--- src/rtl/led_matrix_scan_driver.sv ---
// Multiplexed LED matrix scan driver for daisy-chained 595-style shift registers.
// Optional feature macro: TEST_PATTERN_EN adds test_en, which replaces pixels with a checkerboard.
module led_matrix_scan_driver #(
  parameter int NUM_CHAINS = 36,
  parameter int CHAIN_LEN  = 8,
  parameter int NUM_COLS   = 8,
  parameter int PWM_BITS   = 8,
  parameter int CLK_DIV    = 32,
  parameter int ADDR_W     = 16
) (
  input  logic                  clk,
  input  logic                  rst,
  input  logic                  enable,
`ifdef TEST_PATTERN_EN
  input  logic                  test_en,
`endif
  output logic [ADDR_W-1:0]     fb_addr,
  input  logic [PWM_BITS-1:0]   fb_data,
  output logic [NUM_CHAINS-1:0] ser,
  output logic                  srclk,
  output logic                  rclk,
  output logic                  oe_n,
  output logic                  srclr_n,
  output logic [NUM_COLS-1:0]   col_sel,
  output logic                  frame_start
);

  localparam logic [2:0] IDLE    = 3'd0;
  localparam logic [2:0] LOAD    = 3'd1;
  localparam logic [2:0] SETUP   = 3'd2;
  localparam logic [2:0] SHIFT   = 3'd3;
  localparam logic [2:0] LATCH   = 3'd4;
  localparam logic [2:0] DISPLAY = 3'd5;

  localparam int CNT_MAX = (NUM_CHAINS > CLK_DIV) ? NUM_CHAINS : CLK_DIV;
  localparam int CW      = $clog2(CNT_MAX + 1);
  localparam int BW      = (CHAIN_LEN > 1) ? $clog2(CHAIN_LEN) : 1;
  localparam int COLW    = $clog2(NUM_COLS);

  logic [2:0]            state;
  logic [CW-1:0]         cnt;
  logic [BW-1:0]         b;
  logic [COLW-1:0]       col;
  logic [PWM_BITS-1:0]   pwm_cnt;
  logic [NUM_CHAINS-1:0] stage, stage_nx;
  logic                  pix;
  logic                  last;

  function automatic logic [ADDR_W-1:0] addr_of(input logic [COLW-1:0] c,
                                                input logic [BW-1:0] bb, input int ch);
    int a;
    a = int'(c) * CHAIN_LEN * NUM_CHAINS + int'(bb) * NUM_CHAINS + ch;
    return ADDR_W'(a);
  endfunction

  assign last = (cnt == CW'(CLK_DIV - 1));

  // In LOAD, cnt=k captures the pixel whose address went out at cnt=k-1.
  always_comb begin
    pix = (fb_data > pwm_cnt);
`ifdef TEST_PATTERN_EN
    if (test_en) pix = (((int'(cnt) - 1) + int'(b) + int'(col)) & 1) != 0;
`endif
    stage_nx = stage;
    for (int i = 0; i < NUM_CHAINS; i++)
      if (int'(cnt) == i + 1) stage_nx[i] = pix;
  end

  always_ff @(posedge clk) begin
    if (rst) begin
      state       <= IDLE;
      cnt         <= '0;
      b           <= '0;
      col         <= '0;
      pwm_cnt     <= '0;
      stage       <= '0;
      fb_addr     <= '0;
      ser         <= '0;
      srclk       <= 1'b0;
      rclk        <= 1'b0;
      oe_n        <= 1'b1;
      srclr_n     <= 1'b0;
      col_sel     <= '0;
      frame_start <= 1'b0;
    end else begin
      srclr_n     <= 1'b1;
      frame_start <= 1'b0;
      cnt         <= cnt + 1'b1;
      case (state)
        IDLE: begin
          oe_n <= 1'b1;
          cnt  <= '0;
          if (enable) begin
            state       <= LOAD;
            b           <= BW'(CHAIN_LEN - 1);
            fb_addr     <= addr_of(col, BW'(CHAIN_LEN - 1), 0);
            frame_start <= (col == '0) && (pwm_cnt == '0);
          end
        end
        LOAD: begin
          stage <= stage_nx;
          if (int'(cnt) < NUM_CHAINS - 1) fb_addr <= addr_of(col, b, int'(cnt) + 1);
          if (int'(cnt) == NUM_CHAINS) begin
            ser   <= stage_nx;
            state <= SETUP;
            cnt   <= '0;
          end
        end
        SETUP: if (last) begin
          state <= SHIFT;
          srclk <= 1'b1;
          cnt   <= '0;
        end
        SHIFT: if (last) begin
          srclk <= 1'b0;
          cnt   <= '0;
          if (b == '0) begin
            // oe_n is already high here, so the column switch stays blanked
            state   <= LATCH;
            rclk    <= 1'b1;
            col_sel <= {{(NUM_COLS-1){1'b0}}, 1'b1} << col;
          end else begin
            state   <= LOAD;
            b       <= b - 1'b1;
            fb_addr <= addr_of(col, b - 1'b1, 0);
          end
        end
        LATCH: if (last) begin
          state <= DISPLAY;
          rclk  <= 1'b0;
          oe_n  <= 1'b0;
          cnt   <= '0;
        end
        DISPLAY: if (last) begin
          state   <= IDLE;
          oe_n    <= 1'b1;
          cnt     <= '0;
          pwm_cnt <= pwm_cnt + 1'b1;
          if (pwm_cnt == '1) begin
            if (int'(col) == NUM_COLS - 1) col <= '0;
            else                           col <= col + 1'b1;
          end
        end
        default: state <= IDLE;
      endcase
    end
  end

endmodule

--- config.mk ---
export PLATFORM = sky130hd
export DESIGN_NAME = led_matrix_scan_driver
export DESIGN_NICKNAME = d
export VERILOG_FILES = /design/src/rtl/led_matrix_scan_driver.sv
export SDC_FILE = /design/constraint.sdc
export NUM_CORES = 1
export LEC_CHECK = 0
export CORE_UTILIZATION = 35
export CTS_CLUSTER_SIZE = 16
export DETAILED_ROUTE_END_ITERATION = 7
export DONT_BUFFER_PORTS = 1
export MAX_ROUTING_LAYER = met4
export SLEW_MARGIN = 40
export SYNTH_ARGS = -nofsm -noshare
export SYNTH_HDL_FRONTEND = slang
export SYNTH_SLANG_ARGS = --single-unit
--- constraint.sdc ---
create_clock -name clk -period 2.65 [get_ports clk]
set_input_delay 0.795 -clock clk [delete_from_list [all_inputs] [get_ports clk]]
set_output_delay 0.795 -clock clk [all_outputs]
set_load 0.1 [all_outputs]
==> summary by stage, run 1 <==
Routing
The post-detailed-route DRC marker count is 0. The per-cell via count in the routed design is approximately 5.1. The detailed-routing iteration count for the pre-antenna-repair pass is 6. After detailed routing, the average wire length per cell comes to 14.6 microns. The overall routed net length is 15,600 microns. The DRC violation total after the first TritonRoute iteration is between 300 and 400.

The via count is 5,471. The remaining antenna violation count after routing is 0.

Logic synthesis
The most used flip-flop cell after synthesis is sky130_fd_sc_hd__dfxtp_1. The area share of the leading cell type in the synthesized netlist is 0.396. The synthesized design contains 120 register bits. Synthesis instantiated 58 different standard cells from the library. Counting flops with a built-in enable in the synthesized netlist gives 0. During synthesis, Yosys emitted a total of 0 warnings. The library cell occupying the most area in the post-synthesis netlist is sky130_fd_sc_hd__dfxtp_1. Synthesis produced a netlist whose cell count is 756. The share of the Yosys chip area taken by registers is 0.396.

The fraction of registers with async set or reset after synthesis is 0. Ranked by total cell area, the synthesized netlist is headed by sky130_fd_sc_hd__dfxtp_1 40%, sky130_fd_sc_hd__ha_1 7.4%, sky130_fd_sc_hd__nand3_1 7.3%, sky130_fd_sc_hd__nand2_1 6.7%, sky130_fd_sc_hd__a21oi_1 5.4%. The post-synthesis instance area is 6060 sq um.

The average instance in the mapped netlist occupies ~8 sq um.

Power and ir drop
Power comes to 6.53 mW. Cell internal power was estimated by the tool at roughly 4.0 mW. Summed over all nets, the switching power comes to 2.54 mW. The fraction of power consumed by sequential logic is 0.308.

Summed over all cells, the static leakage comes to 2.93 nW. The power per unit of standard cell area is 860 nW/um^2. The largest vdd supply drop is 582 uV. The share of total power dissipated in combinational logic is 0.347. The share of power burned in the clock network is 0.345.

The switching share of power is 0.389.

CTS
The number of buffers added by the clock tree synthesis step is 17. TritonCTS built the clock tree. Clock latency on the worst-skew pair, taken at its later pin, is 420 ps. The longest clock path from root to sink contains 2 buffers. The total number of H-tree levels is 4. CTS saw 120 sinks. The clock-pin transition on the worst setup and hold timing paths is 60 ps. The root buffer cell chosen for the clock tree is sky130_fd_sc_hd__clkbuf_16.

Die
The area of the core is 16,800 sq um. The number of rows created at floorplan is 47. In this run the count of I/O pins placed on the die edge is 76.

The height of the die is 134 microns. The starting density of the core is 0.362. The overall die area is 17,800 sq um. The die is approximately 130 microns wide.

STA
In the finished design, the share of the clock period the worst path needs comes to 0.946. The achievable frequency is roughly 400 MHz. The number of pins with negative max-slew slack in the final report is 0. Across the routed clock network, the largest skew measured is approximately 14 ps. The number of endpoints with negative hold slack in the final report is 0. For the finished layout, the period the worst path requires is between 2000 and 3000 ps. The relative slew slack is 0.592. For the final routed database, the setup TNS stands at 0 ps. Setup violations remaining at the end of the flow were counted as 0. The final worst setup slack is 143 ps. At the pin with the least slew margin, the transition time is 610 ps. Setup repair after global routing left no endpoint under its margin.

Flow run
The number of max-cap violations is 0.

Global route
After global routing the overflow that remains totals 0. Entering global routing, the biggest net connects 74 pins. The first global-routing pass estimated 25,700 microns of wire.

The initial antenna violation count is 0. In the global route stage, overall resource usage came out at 0.187. The via count of the first global-routing pass was 5,100.

Placed design
The placed instances occupy a cell area of 6930 sq um. The congestion estimate from routability-driven global placement came to 0.877. The number of port buffers is 0. After legalization and detailed placement, the total HPWL measured roughly 11,000 microns. Counting tap cells, the placed design contains a total of 1,033 instances. Timing analysis after detailed placement gives a worst setup slack of 57.6 ps.

Hold path
The type of the worst min-delay path is flip-flop to flip-flop.

Setup path
The worst setup path is captured at a flip-flop. The flop-to-flop setup slack is 140 ps. The worst stage delay on the critical path is ~500 ps.

Data arrives at the worst endpoint at 2870 ps. STA classifies the critical path startpoint as a flip-flop. The critical path contains buffers and inverters numbering 0 combined. For this design, the slowest cell found on the critical path is sky130_fd_sc_hd__or4_1.

Among the stages of the critical path, the cell type that occurs most often is sky130_fd_sc_hd__nand3_2. For the worst setup path, the data required time is 3010 ps. Traced cell by cell, the critical path runs through ha_4, nand3_2, xnor2_2, ha_1, nand3_2, a21o_1, a31oi_4, a21oi_2, or4_1, o21ai_1, o21ba_1. By startpoint and endpoint, the worst setup path is classified as flip-flop to flip-flop. The critical-path maximum fanout is 4. The cell family with the largest share of critical-path delay is simple AND/OR/NAND/NOR gates.

Final layout
The total area of multi-input combinational cells is 3430 sq um. The finished cells cover 7590 sq um. The net count reported at finish is 884.

Of the cells placed in the final design, the portion with a size suffix greater than 1 is 0.187. The number of standard cells in the final layout excluding fillers is 1,067. The number of filler instances in the final layout is 1,640. The sequential cell area is 2410 sq um.

The count of antenna diodes in the layout is 0. From synthesis to final layout, the design area changed by 25.3%.

Outcome
The flow ran to the end, and the final reports show no timing, DRC or antenna violations.
[kinds of logic after synthesis]
kind of cell	count (synthesis)	synth area share
DFF	120	0.396
adders and majority gates	39	0.0842
buffers and inverters	73	0.0518
AOI/OAI and AO/OA	165	0.162
other	1	0.000619
muxes	11	0.0182
xor gates and xnor gates	26	0.0376
and+or+nand+nor	321	0.249
[worst register-to-register path: stages, from the launching register on]
cell	delay, ps
sky130_fd_sc_hd__dfxtp_2	350
sky130_fd_sc_hd__ha_4	160
sky130_fd_sc_hd__nand3_2	110
sky130_fd_sc_hd__xnor2_2	160
sky130_fd_sc_hd__ha_1	370
sky130_fd_sc_hd__nand3_2	120
sky130_fd_sc_hd__a21o_1	210
sky130_fd_sc_hd__a31oi_4	180
sky130_fd_sc_hd__a21oi_2	80
sky130_fd_sc_hd__or4_1	500
sky130_fd_sc_hd__o21ai_1	90
sky130_fd_sc_hd__o21ba_1	130
[per-layer routing]
metal | global-route usage | share of wire | routed length, microns | vias up
met3 | 0.0460 | 0.050 | 776 | 23
met2 | 0.280 | 0.46 | 7090 | 118
met5 | - | 0 | 0 | -
met1 | 0.239 | 0.48 | 7400 | 2535
met4 | 0.0808 | 0.019 | 302 | 0
li1 | - | - | - | 2795
[registers in the layout, indices dropped and copies added, names as in the netlist]
register / count
b: 3
cnt: 6
col: 3
col_sel: 8
fb_addr: 13
frame_start: 1
oe_n: 1
pwm_cnt: 8
rclk: 1
ser: 36
srclk: 1
srclr_n: 1
stage: 35
state: 3
[power groups by stage]
stage | registers [mW] | clock network, mW | logic, mW
after detailed placement | 2.04 | 0 | 2.24
after CTS | 2.00 | 2.31 | 2.25
after global routing | 2.03 | 2.39 | 2.46
final | 2.01 | 2.26 | 2.27
after floorplan | 2.67 | 0 | 0.991
after global placement | 2.04 | 0 | 2.23
[final timing paths]
| path | start | endpoint | cells past startpoint |
|---|---|---|---|
| worst max-delay path | cnt[1] | fb_addr[9] | 11 |
| worst min-delay path | ser[27] | ser[27] | 2 |
| worst max register to register | cnt[1] | fb_addr[9] | 11 |
| worst min register to register | ser[27] | ser[27] | 2 |
[cells in the mapped netlist (all sizes together), types with 5 or more instances]
library cell	count
and3	10
xor2	6
dfxtp	120
o211ai	6
nand4	8
nand3	88
a21oi	68
nor3	17
ha	36
xnor2	20
a211oi	5
nand2	109
nor2b	12
buf	17
o21ai	53
clkbuf	30
nand2b	6
a21o	6
mux2i	11
inv	25
nor2	54
[layout make-up]
cell class	instances	area share
Multi-Input combinational cell	565	0.452
Tap cell	220	0.0362
Clock buffer	18	0.0565
Clock inverter	14	0.0198
Sequential cell	120	0.317
Inverter	26	0.0129
Timing Repair Buffer	104	0.106
[cells in the final DEF, fill, tap and decap left out, types with 4 or more instances in the layout]
cell type                   instances
sky130_fd_sc_hd__a211oi_1           5
sky130_fd_sc_hd__a21o_1             6
sky130_fd_sc_hd__a21oi_1           64
sky130_fd_sc_hd__a21oi_2            4
sky130_fd_sc_hd__and3_1             9
sky130_fd_sc_hd__buf_4            102
sky130_fd_sc_hd__clkbuf_16         17
sky130_fd_sc_hd__clkinv_4           4
sky130_fd_sc_hd__dfxtp_1          117
sky130_fd_sc_hd__ha_1              35
sky130_fd_sc_hd__inv_1             25
sky130_fd_sc_hd__mux2i_1           11
sky130_fd_sc_hd__nand2_1          108
sky130_fd_sc_hd__nand2b_1           6
sky130_fd_sc_hd__nand3_1           86
sky130_fd_sc_hd__nand4_1            8
sky130_fd_sc_hd__nor2_1            53
sky130_fd_sc_hd__nor2b_1           11
sky130_fd_sc_hd__nor3_1            15
sky130_fd_sc_hd__o211ai_1           6
sky130_fd_sc_hd__o21ai_0           51
sky130_fd_sc_hd__xnor2_1           19
sky130_fd_sc_hd__xor2_1             5
[repair_timing]
action / CTS / global route
endpoints found under the hold margin: 0 / 0
hold buffers: 0 / 0
buffers inserted: 0 / 2
setup endpoints to repair: 0 / 4
resized for setup: 0 / 13
[metrics by stage]
stage | util | hold slack [ps]
global route | 0.453 | 432
finish | 0.453 | 442
global placement | 0.414 | 435
floorplan | - | 432
CTS | 0.448 | 427
detailed placement | 0.414 | 439
Power figures use the tool's default switching activity.
==> run 2, diff against run 1 <==
--- a/config.mk
+++ b/config.mk
@@ -5,7 +5,7 @@
 export SDC_FILE = /design/constraint.sdc
 export NUM_CORES = 1
 export LEC_CHECK = 0
-export CORE_UTILIZATION = 35
+export CORE_UTILIZATION = 30
 export CTS_CLUSTER_SIZE = 16
 export DETAILED_ROUTE_END_ITERATION = 7
 export DONT_BUFFER_PORTS = 1
==> run 2 against run 1 <==
Effect of this change:
- flip-flop and latch count unchanged
- non-clock buffer count up 1
- global-route usage down 2.0 points
- utilization down 6.1 points
- first-iteration DRC count down 27%
- design area up 1.4%
- worst hold slack better by 3.3 ps
- final cell count up 4.1%
- register-to-register slack about the same
- critical endpoint unchanged
==> summary by stage, run 2 (synthesis gave the netlist of run 1 again) <==
Setup path
Measured in cells, the most critical reg-to-reg path has a length of 11. The worst stage delay on the critical path is about 500 ps. The worst setup path is captured at a flip-flop.

The cell with the largest stage delay on the worst path is sky130_fd_sc_hd__or4_1. The worst register-to-register path begins at cnt[0]. The worst endpoint required time is between 3000 and 4000 ps. Tracing the worst setup path back leads to its startpoint at cnt[0]. The critical path start-end classification is flip-flop to flip-flop. In this run the worst path has a maximum fanout of 4.

Walking the worst path, the cells encountered are ha_4, nand3_4, xnor2_2, ha_1, nand3_2, a21o_1, a31oi_4, a21oi_2, or4_1, o21ai_1, o21ba_1. The worst path arrival time is 2860 ps. The startpoint type of the worst setup path is a flip-flop.

STA
The total setup violations reported at the end of the flow is 0. The number of pins with negative max-slew slack in the final report was 0. The actual transition at the worst max-transition pin is around 640 ps. The minimum clock period after layout is 2500 ps. The smallest hold slack is 445 ps. Between clock sinks in the finished design, the worst skew comes to 10.7 ps. The share of the clock period used by the worst path after layout is 0.942. Headroom to the max-slew limit came out at 0.572. The number of endpoints with negative hold slack in the final report came to 0.

Setup repair after global routing could not meet its margin everywhere. Timing would allow up to 401 MHz.

Hold path
The startpoint identified for the worst hold timing path is ser[17]. The worst hold path belongs to the class flip-flop to flip-flop. Counting instances, the worst hold path has a depth of 2.

CTS
No sink is reached through more buffers than the 2 on the longest clock path. The number of buffers added by the clock tree synthesis step is 17. The number of buffers inserted by hold repair at cts is 0. The total number of H-tree levels is 4. The clock-pin transition on the worst setup and hold timing paths is 60 ps. For the worst-skew pair, the clock arrives at the later sink with an insertion delay of 420 ps. The number of sinks handled by clock tree synthesis is 120.

TritonCTS built the clock tree. The root cell of the clock tree is sky130_fd_sc_hd__clkbuf_16.

Die
The overall die area is 20,800 sq um. After floorplanning, the core was sized to cover 19,700 sq um. The overall die width is 144 microns. In this run the vertical extent of the chip is 144 microns. For this configuration, the core starts out at a cell density of 0.308. The floorplan has 51 rows. 76 I/O pins were placed.

Routing
The post-detailed-route DRC marker count is 0. Dividing the detail-routed wire length by the instance count gives 14.8 microns. Once detail routing completed, the nets flagged for antenna violations numbered 0. In this run, the number of DRC markers left after iteration 0 of detailed routing was ~270. The routed layout has between 5,000 and 6,000 vias.

In the routed layout, each cell is associated on average with a via count of around 4.9. After detailed routing, the total wire length is around 16,000 microns. The detailed-routing iteration count for the pre-antenna-repair pass is 5.

Final layout
The largest registers in the layout are ser: 36 flops, stage: 35 flops, fb_addr: 13 flops. The net count reported at finish is 885. The number of standard cells in the final layout excluding fillers is 1,111. The ratio of cells with drive above 1 in the final layout is 0.183.

For this run, the share of the core covered by cells in the final layout is 0.392. The register with the most flip-flops in the layout has 36 of them. The final design area excluding fillers is 7700 sq um. The register with the most flip-flops is ser. Leaving out fill and tap cells, the most frequent cells in the layout are 116 x sky130_fd_sc_hd__dfxtp_1, 108 x sky130_fd_sc_hd__nand2_1, 104 x sky130_fd_sc_hd__buf_4. The most common cell after layout, fill and taps aside is sky130_fd_sc_hd__dfxtp_1. Compared with the post-synthesis result, the final layout area differs by 27.0%. The count of antenna diodes in the layout is 0.

Global route
The overall global routing resource usage is 0.167. The initial antenna violation count came to 0. The fraction of met2 tracks used by global routing is 0.261. The met3 track demand over resource in global routing is 0.0467. Entering global routing, the biggest net connects 74 pins. The via count of the first global-routing pass is just over 5,000. The most utilized layer in the global route result is met2. The met1 usage in global routing is 0.201. The first global-routing pass estimated ~26,000 microns of wire. For this run the aggregate overflow at the end of global routing stands at 0.

Flow run
The number of max-cap violations is 0.

Placed design
The last weighted congestion value of the routability-driven placer is 0.837. The instance count after placement with tap cells included is 1,079. Detailed placement finished with a half-perimeter wire length of between 10,000 and 15,000 microns. The number of port buffers is 0.

In this run the cell area measured after placement is 6980 sq um.

Power and ir drop
Summed over all cells, the static leakage comes to between 2 and 3 nW. The final total power is about 6.8 mW. Across the VDD grid, the largest voltage drop is 613 uV. For this design the ratio of total power to cell area is 881 nW/um^2.

Outcome
The run finished with clean final reports.
==> run 2: cell types whose count changed in the layout (fill, tap and decap cells not counted), moves of 2 or more <==
cell	before	now
sky130_fd_sc_hd__clkinv_4	4	0
sky130_fd_sc_hd__clkinvlp_4	3	1
sky130_fd_sc_hd__inv_6	2	0
sky130_fd_sc_hd__bufinv_16	2	5
sky130_fd_sc_hd__buf_4	102	104
sky130_fd_sc_hd__clkbuf_8	0	2
==> run 2: worst paths after layout <==
| kind | endpoint | slack (ps) |
|---|---|---|
| setup / recovery | fb_addr[9] | 150 |
| hold / removal | ser[17] | 450 |
| setup reg to reg | fb_addr[9] | 150 |
| hold reg to reg | ser[17] | 450 |
==> run 2: stage by stage <==
step / setup slack (ps) / setup TNS, ps
floorplan: 36.6 / 0
global placement: 120 / 0
detailed placement: 77.7 / 0
CTS: 61.7 / 0
global route: -57.1 / -71.3
finish: 155 / 0
==> run 2: critical path: cells and delay by family (launching register included) <==
| kind | cells | cell delay, ps |
|---|---|---|
| AO/OA/AOI/OAI | 5 | 700 |
| adder cells (fa/ha/maj) | 2 | 530 |
| flip-flops | 1 | 350 |
| XOR/XNOR | 1 | 150 |
| AND/OR/NAND/NOR | 3 | 710 |
==> run 2: area by class of cell <==
type	count	area (sq um)
sequential	120	2410
fill	2051	12000
tap	265	332
clock inverter	9	173
timing repair buffer	105	801
clock buffer	21	460
inverter	26	97.6
multi-input combinational	565	3430
==> run 2: where the power goes <==
part	switching [mW]	internal (mW)
combinational	1.62	0.646
sequential	0.0810	1.94
clock	0.792	1.70
==> run 2: repair_timing <==
item,CTS,global route
setup buffers,0,2
setup endpoints to repair,0,5
resized for setup,0,14
==> run 2: per-layer routing <==
layer | vias to the layer above | share of wire
li1 | 2774 | -
met1 | 2547 | 0.46
met2 | 112 | 0.47
met3 | 33 | 0.046
met4 | 0 | 0.023
met5 | - | 0
